**src/rtl/rvc_fetch_buffer_pkg.sv**
```systemverilog
// fetch_pkg: types and constants used by the RVC fetch buffer.
//   halfword_t    : one 16-bit queue entry (a parcel of an instruction)
//   fetch_state_e : fetch FSM states
//   INST_ALIGN    : instruction alignment in bytes (one halfword)
//   byteswap32    : byte reversal of a 32-bit word, used when
//                   FETCH_BYTESWAP_EN is defined
package fetch_pkg;

  typedef logic [15:0] halfword_t;

  typedef enum logic {
    FETCH = 1'b0,  // normal operation
    DROP  = 1'b1   // redirected while a miss is in flight; discard its data
  } fetch_state_e;

  localparam int unsigned INST_ALIGN = 2;

  function automatic logic [31:0] byteswap32(input logic [31:0] w);
    return {w[7:0], w[15:8], w[23:16], w[31:24]};
  endfunction

endpackage

```
**src/rtl/rvc_fetch_buffer_hw_queue.sv**
```systemverilog
// hw_queue: circular queue of DEPTH halfwords.
//   clk, rst      : clock, synchronous active-high reset
//   flush         : empty the queue (wins over writes and pops)
//   wr_cnt        : number of entries written this cycle (0..2)
//   wr_data0/1    : first / second entry written
//   rd_cnt        : number of entries popped this cycle (0..2)
//   h0, h1        : head entry and the entry after it
//   count         : current occupancy
// The caller guarantees no overflow (free space checked before writing)
// and no underflow (pops only what is present).
module hw_queue
  import fetch_pkg::*;
#(
  parameter int DEPTH = 8,
  localparam int CW = $clog2(DEPTH + 1),
  localparam int PW = $clog2(DEPTH)
) (
  input  logic          clk,
  input  logic          rst,
  input  logic          flush,
  input  logic [1:0]    wr_cnt,
  input  logic [15:0]   wr_data0,
  input  logic [15:0]   wr_data1,
  input  logic [1:0]    rd_cnt,
  output logic [15:0]   h0,
  output logic [15:0]   h1,
  output logic [CW-1:0] count
);

  halfword_t         mem_q [DEPTH];
  logic [PW-1:0]     head_q, head_d;
  logic [PW-1:0]     tail_q, tail_d;
  logic [CW-1:0]     count_q, count_d;

  // NOTE: every variable assigned in always_comb gets a default first so no
  // path leaves it unassigned and infers a latch.
  always_comb begin
    head_d  = head_q + PW'(rd_cnt);
    tail_d  = tail_q + PW'(wr_cnt);
    count_d = count_q + CW'(wr_cnt) - CW'(rd_cnt);
    if (flush) begin
      head_d  = '0;
      tail_d  = '0;
      count_d = '0;
    end
  end

  // NOTE: sequential state uses non-blocking assignments so every flop
  // samples the pre-edge values regardless of block ordering.
  always_ff @(posedge clk) begin
    if (rst) begin
      head_q  <= '0;
      tail_q  <= '0;
      count_q <= '0;
    end else begin
      head_q  <= head_d;
      tail_q  <= tail_d;
      count_q <= count_d;
    end
  end

  // NOTE: storage is not reset; an entry is only read once count says it
  // has been written, so resetting it would cost flops for nothing.
  always_ff @(posedge clk) begin
    if (wr_cnt != 2'd0) mem_q[tail_q] <= wr_data0;
    if (wr_cnt == 2'd2) mem_q[tail_q + PW'(1)] <= wr_data1;
  end

  assign h0    = mem_q[head_q];
  assign h1    = mem_q[head_q + PW'(1)];
  assign count = count_q;

endmodule

```
**src/rtl/rvc_fetch_buffer.sv**
```systemverilog
// rvc_fetch_buffer: RVC instruction fetch buffer between I-cache and decode.
// Fetches aligned words into a halfword queue and presents reassembled
// 16/32-bit instructions one per cycle with a valid/ready handshake.
// Ports:
//   clk, rst                    : clock, synchronous active-high reset
//   redirect_valid, redirect_pc : flush and restart fetch at redirect_pc
//   inst_valid, inst_ready      : decode handshake
//   inst, inst_pc               : instruction (RVC zero-extended) and its PC
//   inst_compressed             : inst[1:0] != 2'b11
//   ICACHE_ren/addr             : word read request (held while stalled)
//   ICACHE_wen/wdata            : tied to zero
//   ICACHE_rdata/stall          : read data / response-not-ready
// Configuration macro FETCH_BYTESWAP_EN: byte-reverse ICACHE_rdata before
// enqueueing (big-endian memory model); undefined uses it as-is.
module rvc_fetch_buffer
  import fetch_pkg::*;
#(
  parameter int          DEPTH    = 8,
  parameter logic [31:0] RESET_PC = 32'h0000_0000
) (
  input  logic        clk,
  input  logic        rst,
  input  logic        redirect_valid,
  input  logic [31:0] redirect_pc,
  output logic        inst_valid,
  input  logic        inst_ready,
  output logic [31:0] inst,
  output logic [31:0] inst_pc,
  output logic        inst_compressed,
  output logic        ICACHE_ren,
  output logic        ICACHE_wen,
  output logic [29:0] ICACHE_addr,
  output logic [31:0] ICACHE_wdata,
  input  logic [31:0] ICACHE_rdata,
  input  logic        ICACHE_stall
);

  localparam int          CW          = $clog2(DEPTH + 1);
  localparam logic [31:0] RESET_PC_HW = {RESET_PC[31:1], 1'b0};

  fetch_state_e state_q, state_d;
  logic         pending_q, pending_d;
  logic [29:0]  held_addr_q, held_addr_d;
  logic [31:0]  fetch_pc_q, fetch_pc_d;
  logic [31:0]  head_pc_q, head_pc_d;

  logic [CW-1:0] q_count;
  logic [15:0]   h0, h1;
  logic [1:0]    wr_cnt, rd_cnt;
  logic [15:0]   wr_data0, wr_data1;
  logic [31:0]   word;
  logic [31:0]   redir_pc_hw;
  logic          free_ok, resp, resp_en, accept, pop;
  logic          unused_redirect_bit0;

  assign redir_pc_hw          = {redirect_pc[31:1], 1'b0};
  assign unused_redirect_bit0 = redirect_pc[0];

  // ---------------- fetch request ----------------
  assign free_ok      = (DEPTH - int'(q_count)) >= 2;
  assign ICACHE_ren   = !rst && (pending_q || free_ok);
  // A stalled request keeps its address even if a redirect has already
  // moved fetch_pc on.
  assign ICACHE_addr  = pending_q ? held_addr_q : fetch_pc_q[31:2];
  assign ICACHE_wen   = 1'b0;
  assign ICACHE_wdata = '0;

  assign resp   = ICACHE_ren && !ICACHE_stall;
  assign accept = resp && resp_en && !redirect_valid;

`ifdef FETCH_BYTESWAP_EN
  assign word = byteswap32(ICACHE_rdata);
`else
  assign word = ICACHE_rdata;
`endif

  // From a halfword-odd PC only the upper halfword belongs to the stream.
  always_comb begin
    wr_cnt   = 2'd0;
    wr_data0 = fetch_pc_q[1] ? word[31:16] : word[15:0];
    wr_data1 = word[31:16];
    if (accept) wr_cnt = fetch_pc_q[1] ? 2'd1 : 2'd2;
  end

  // ---------------- FSM: state register ----------------
  always_ff @(posedge clk) begin
    if (rst) state_q <= FETCH;
    else     state_q <= state_d;
  end

  // ---------------- FSM: next state ----------------
  // The redirect may coincide with the cycle that first issues a stalled
  // request, so the test is on the live request, not just pending_q.
  always_comb begin
    state_d = state_q;
    case (state_q)
      FETCH:   if (redirect_valid && ICACHE_ren && ICACHE_stall) state_d = DROP;
      DROP:    if (resp) state_d = FETCH;
      default: state_d = FETCH;
    endcase
  end

  // ---------------- FSM: outputs ----------------
  always_comb begin
    resp_en = 1'b0;
    case (state_q)
      FETCH:   resp_en = 1'b1;
      DROP:    resp_en = 1'b0;
      default: resp_en = 1'b0;
    endcase
  end

  // ---------------- output decode ----------------
  always_comb begin
    inst_compressed = (h0[1:0] != 2'b11);
    if (inst_compressed) begin
      inst_valid = (q_count >= CW'(1));
      inst       = {16'b0, h0};
    end else begin
      inst_valid = (q_count >= CW'(2));
      inst       = {h1, h0};
    end
    inst_pc = head_pc_q;
  end

  // Redirect beats a same-cycle dequeue.
  assign pop    = inst_valid && inst_ready && !redirect_valid;
  assign rd_cnt = pop ? (inst_compressed ? 2'd1 : 2'd2) : 2'd0;

  // ---------------- PC / pending bookkeeping ----------------
  always_comb begin
    pending_d   = ICACHE_ren && ICACHE_stall;
    held_addr_d = ICACHE_addr;
    fetch_pc_d  = fetch_pc_q;
    head_pc_d   = head_pc_q;
    if (redirect_valid) begin
      fetch_pc_d = redir_pc_hw;
      head_pc_d  = redir_pc_hw;
    end else begin
      if (accept)
        fetch_pc_d = fetch_pc_q + (fetch_pc_q[1] ? INST_ALIGN : 2 * INST_ALIGN);
      if (pop)
        head_pc_d = head_pc_q + (inst_compressed ? INST_ALIGN : 2 * INST_ALIGN);
    end
  end

  always_ff @(posedge clk) begin
    if (rst) begin
      pending_q   <= 1'b0;
      held_addr_q <= '0;
      fetch_pc_q  <= RESET_PC_HW;
      head_pc_q   <= RESET_PC_HW;
    end else begin
      pending_q   <= pending_d;
      held_addr_q <= held_addr_d;
      fetch_pc_q  <= fetch_pc_d;
      head_pc_q   <= head_pc_d;
    end
  end

  hw_queue #(.DEPTH(DEPTH)) u_queue (
    .clk      (clk),
    .rst      (rst),
    .flush    (redirect_valid),
    .wr_cnt   (wr_cnt),
    .wr_data0 (wr_data0),
    .wr_data1 (wr_data1),
    .rd_cnt   (rd_cnt),
    .h0       (h0),
    .h1       (h1),
    .count    (q_count)
  );

endmodule

```
**config.mk**
```make
export PLATFORM = sky130hd
export DESIGN_NAME = rvc_fetch_buffer
export DESIGN_NICKNAME = d
export VERILOG_FILES = /design/src/rtl/rvc_fetch_buffer_pkg.sv /design/src/rtl/rvc_fetch_buffer_hw_queue.sv /design/src/rtl/rvc_fetch_buffer.sv
export SDC_FILE = /design/constraint.sdc
export NUM_CORES = 1
export LEC_CHECK = 0
export BUFFER_PORTS_ARGS = -buffer_cell sky130_fd_sc_hd__buf_2
export CAP_MARGIN = 20
export CORE_ASPECT_RATIO = 1.4
export CORE_MARGIN = 2
export CORE_UTILIZATION = 30
export DETAILED_ROUTE_END_ITERATION = 8
export HOLD_SLACK_MARGIN = 0.05
export PLACE_DENSITY_LB_ADDON = 0.08
export SETUP_SLACK_MARGIN = 0.2
export SLEW_MARGIN = 20
export SYNTH_ARGS = -nofsm -noshare
export SYNTH_HDL_FRONTEND = slang
export SYNTH_SLANG_ARGS = --single-unit
```
**constraint.sdc**
```tcl
create_clock -name clk -period 4.2 [get_ports clk]
set_clock_uncertainty 0.2 [all_clocks]
set_input_delay 0.42 -clock clk [delete_from_list [all_inputs] [get_ports clk]]
set_output_delay 0.42 -clock clk [all_outputs]
set_load 0.01 [all_outputs]
```
# After elaboration in Yosys (flattened, before gate mapping)
# Memory sizes are Yosys's and may differ from the RTL's. A register that Yosys moved wholly into a read port is not among the register bits.
# Cells that the tools add are included.
[word_totals]
ramBits = 128
output_inout_bits = 130
regBits = 106
word_cells = 66
n_memories = 1
inputBits = 69
[memory_table]
columns = ["name", "words", "word_bits", "rd", "rd_ports_with_merged_regs", "wr", "line", "rtl"]
rows = [
  ["u_queue.mem_q", 8, 16, 2, 1, 2, "rvc_fetch_buffer_hw_queue.sv:30", "halfword_t mem_q [DEPTH];"],
]
[classes]
n_mux = 23
magnitude_cmp = 3
n_bitwise = 1
n_reduce_logical = 17
n_addsub = 9
eq_ne = 2
[ops]
columns = ["cell", "n"]
rows = [
  ["$mux W32", 5],
  ["$add A32 B3 Y32", 2],
  ["$mux W30", 1],
  ["$mux W16", 1],
  ["$logic_and A1 B1 Y1", 9],
  ["$mux W3", 3],
  ["$mux W2", 4],
  ["$mux W1", 7],
  ["$add A3 B1 Y3 const B", 2],
  ["$add A3 B2 Y3", 2],
  ["$reduce_bool A2 Y1", 3],
  ["$ge A5 B3 Y1 const B", 1],
  ["$sub A4 B4 Y5 const A", 1],
  ["$add A4 B2 Y4", 1],
  ["$ge A4 B1 Y1 const B", 1],
  ["$ge A4 B2 Y1 const B", 1],
  ["$pmux W1 S2", 2],
  ["$sub A4 B2 Y4", 1],
  ["$logic_not A1 Y1", 3],
  ["$eq A2 B2 Y1 const B", 1],
  ["$ne A2 B2 Y1 const B", 1],
  ["$reduce_or A2 Y1", 1],
  ["$logic_or A1 B1 Y1", 1],
  ["$not A1 Y1", 1],
]

# Logic depth before layout (Yosys ltp)
[depth]
ltp_word = 11
depth_mapped = 16
depth_no_buf = 14

# By module
# Synthesis repeated with hierarchy kept, for this count alone.
[hier_totals]
hier_cells = 1065
hier_area_um2 = 13580.5
[by_module_without_submodules]
columns = ["module", "area_each_um2", "instances", "cells_per_inst", "seq_area_each_um2"]
rows = [
  ["hw_queue", 8015.2, 1, 456, 4043.9],
  ["rvc_fetch_buffer", 5565.3, 1, 609, 1881.8],
]

# Worst setup path after synthesis
# OpenSTA, ideal clock, no wires.
[synth_path]
kind = "reg2reg"
startpoint = "register, netlist name u_queue.head_q[0]"
endpoint = "register head_pc_q[19] (netlist: inst_pc[19])"
setup_time_ns = 0.074
path_buffers = 4
synth_period_minus_slack_ns = 4.079
path_stages_with_launch = 17
required_ns = 3.926
t_arrival_ns = 3.805
path_slack_ns = 0.121
path_cell_list = "dfxtp_1 -> buf_6 -> mux4_2 -> mux2i_4 -> inv_1 -> nand2_2 -> buf_1 -> ha_1 -> inv_1 -> fa_1 -> nor2_1 -> nand4_2 -> and2_4 -> buf_6 -> buf_6 -> or3_1 -> a31oi_1"
[synth_rtl]
columns = ["item", "line", "rtl"]
rows = [
  ["end signal: assignment", "rvc_fetch_buffer.sv:157", "head_pc_q <= head_pc_d;"],
  ["end: declaration", "rvc_fetch_buffer.sv:45", "logic [31:0] head_pc_q, head_pc_d;"],
]

==> impl_metrics.ini <==
[worst_hold_path]
hold-path-cell-count = 2
hold_start = ICACHE_rdata[25]
holdPathEnd = u_queue.mem_q[7][9]
hp-class = in2reg

[die]
pin_count = 199
coreArea_um2 = 45700
die-area_um2 = 47800
fp.dieH_um = 258
rows = 93
die_width_um = 185
initial_core_util_pct = 30.2

[critical_path]
crit_path_end_kind = register
critPathMostFrequentCell = inv_1
critPathLaunchType = register
worstPathArrival_ns = 3.97
reg2reg_slack_ns = 0.47
r2r_end = u_queue.count[3]
r2r-start = u_queue.head_q[0]
crit_fanout = 7
r2r_cells = 14
crit_type = reg2reg
worstPathCellList = mux4_2 -> mux2i_4 -> inv_1 -> nand2_2 -> mux2_2 -> nand4_1 -> inv_1 -> fa_1 -> inv_1 -> ha_1 -> a21o_1 -> a21oi_1 -> xnor2_1 -> nor2_1
critPathRequiredTime_ns = 4.44
cp_slowest_stage_delay_ns = 0.55
worstSetupStartpoint = u_queue.head_q[0]
cpMaxStageDelayCell = fa_1

[synthesis]
netlist_area_um2 = 13800
ys_ff_latch = 232
ys_warn_count = 0
synth_cells = 1158
postSynthAreaPerCell_um2 = 11.9
ys_seq_area_share_pct = 42.9
synthArstFlopShare_pct = 0
synth_cell_types = 66
synth_ff_type = edfxtp_1
synth_edf_count = 128

[route]
wl_per_cell_um = 22.7
wl_met1_um = 17600
via_count = 10000
drtIter0Drc = 452
drt_wl_total_um = 44700
highest_layer = met5
wl_met2_um = 24400
drcViolationCount = 0
vias_per_cell = 5.10
dr_wl_met3_um = 1920
drt_first_pass_iters = 4
ant_nets = 0

[timing]
grt_setup_unrepaired = no
fin_crit_sh_pct = 88.8
max_slew.worst_pin.slew_ns = 1.00
finalWorstSetupSlack_ns = 0.468
final-setup-viol-count = 0
hold_viol_final = 0
period_needed_ns = 3.73
tns_ns = 0
relSlewSlack_pct = 32.7
whs_ns = 0.0841
fmax_ghz = 0.268
slew_violations = 0

[grt]
track_usage_pct = 18.6
grt_max_degree = 55
grt_pass1_vias = 10200
grt_first_pass_wirelength_um = 66000
antenna_found_initial = 1
overflow = 0

[power_and_ir_drop]
total_power_mw = 5.92
vdd_drop_max_v = 0.000322
power_density_nw_per_um2 = 363
leakage_nw = 5.84

[place]
dpl_cell_area_um2 = 15400
place_ws_ns = 0.353
numPortBuffers = 163
hpwl_um = 31000
routabilityCongestion = 0.774

[finish]
n_antenna_cell = 0
final_nets = 1422
fillCellCount = 4634
area_delta_synth_final_pct = 18.2
final_common_cell = mux2_2
mostFrequentLayoutCells = mux2_2 (188), buf_2 (163), edfxtp_1 (128)
multi_input_comb_area_um2 = 7340
post-route-cell-area_um2 = 16300
seq_area_um2 = 5930
drive_gt1_share_pct = 40.6

[clock_tree]
clk_path_buf_depth = 3
cts_max_level = 1
clk_pin_slew_ns = 0.06
clock-root-buffer = clkbuf_16
clock-sinks = 232
cts_buffers = 28
clk_latency_ns = 0.56
cts_tree = built

[outcome]
status = finished clean

[job]
cap_violations = 0
how the worst max path moves through the flow:
stage / end / slack, ns / cells after the start
final: u_queue.count[3] / 0.47 / 14
after global routing: u_queue.count[3] / 0.21 / 14
after CTS: u_queue.count[3] / 0.34 / 14
after detailed placement: u_queue.count[3] / 0.35 / 14
after global placement: u_queue.count[3] / 0.36 / 14
after floorplan: inst_pc[19] / 0.33 / 16
stage by stage:
stage / cells / utilization (%)
after floorplan: 1191 / -
after global placement: 1907 / 33.6
after detailed placement: 1907 / 33.6
after CTS: 1962 / 35.7
after global routing: 1967 / 35.7
final: 1967 / 35.7
registers in the layout, summed over array words and instances (netlist names):
name / flops
held_addr_q: 30
u_queue.tail_q: 3
u_queue.mem_q: 128
u_queue.count: 4
state_q: 1
fetch_pc_q: 31
pending_q: 1
inst_pc: 31
u_queue.head_q: 3
worst max-delay path, delay by kind of cell (launching register included):
family / cells / cell delay [ns]
multiplexers: 3 / 1.13
adder cells (fa/ha/maj): 2 / 0.83
flip-flops: 1 / 0.41
AO/OA/AOI/OAI: 2 / 0.35
AND/OR/NAND/NOR: 3 / 0.30
buffers and inverters: 3 / 0.26
XOR/XNOR: 1 / 0.13
area by class of cell:
| cell class | count | share of cell area (%) |
|---|---|---|
| clock buffer | 42 | 5.12 |
| inverter | 38 | 0.873 |
| sequential | 232 | 36.3 |
| timing repair buffer | 218 | 7.67 |
| clock inverter | 8 | 0.398 |
| multi-input combinational | 812 | 44.9 |
| tap | 617 | 4.72 |
cells by family after synthesis:
logic type | Yosys count | share of synthesized area, %
other | 1 | 0.0271
DFF | 232 | 42.9
xor gates and xnor gates | 29 | 1.84
and+or+nand+nor | 296 | 12.1
buffers and inverters | 147 | 5.40
muxes | 256 | 26.2
adders and majority gates | 23 | 2.35
AOI/OAI and AO/OA | 174 | 9.20
layer usage:
metal / vias up / GRT usage, %
li1: 4699 / -
met1: 5081 / 21.3
met2: 200 / 35.7
met3: 47 / 2.58
met4: 2 / 4.43
met5: - / 0
report_power, final:
| part | leakage (nW) | total [mW] | internal, mW | switching, mW |
|---|---|---|---|---|
| combinational | 3.38 | 0.940 | 0.415 | 0.524 |
| clock | 0.447 | 2.42 | 1.43 | 0.990 |
| sequential | 2.01 | 2.57 | 2.49 | 0.0758 |
| total | 5.84 | 5.92 | 4.33 | 1.59 |
cell usage after synthesis, drive strengths merged (12+ instances only):
library cell | instances | area share [%]
nor4 | 28 | 1.7
o21ai | 15 | 0.54
nand4 | 19 | 0.90
ha | 18 | 1.6
nand2 | 74 | 2.0
mux2 | 188 | 15
a21boi | 21 | 1.1
nand3 | 21 | 0.80
a211oi | 12 | 0.65
a21oi | 31 | 1.1
mux4 | 64 | 10
edfxtp | 128 | 28
o31a | 35 | 2.2
dfxtp | 104 | 15
buf | 65 | 3.2
xnor2 | 24 | 1.5
o21a | 25 | 1.4
and2 | 37 | 1.7
nor3 | 34 | 1.5
clkbuf | 44 | 1.2
inv | 38 | 1.0
nor2 | 39 | 1.1
repair_timing:
item                                    4_1_cts  5_1_grt
endpoints found under the setup margin        0        2
setup buffers                                 0        5
endpoints found under the hold margin         7        0
hold buffers                                  5        0
resized for setup                             0        1
No activity file was read; power rests on OpenSTA's default activity.
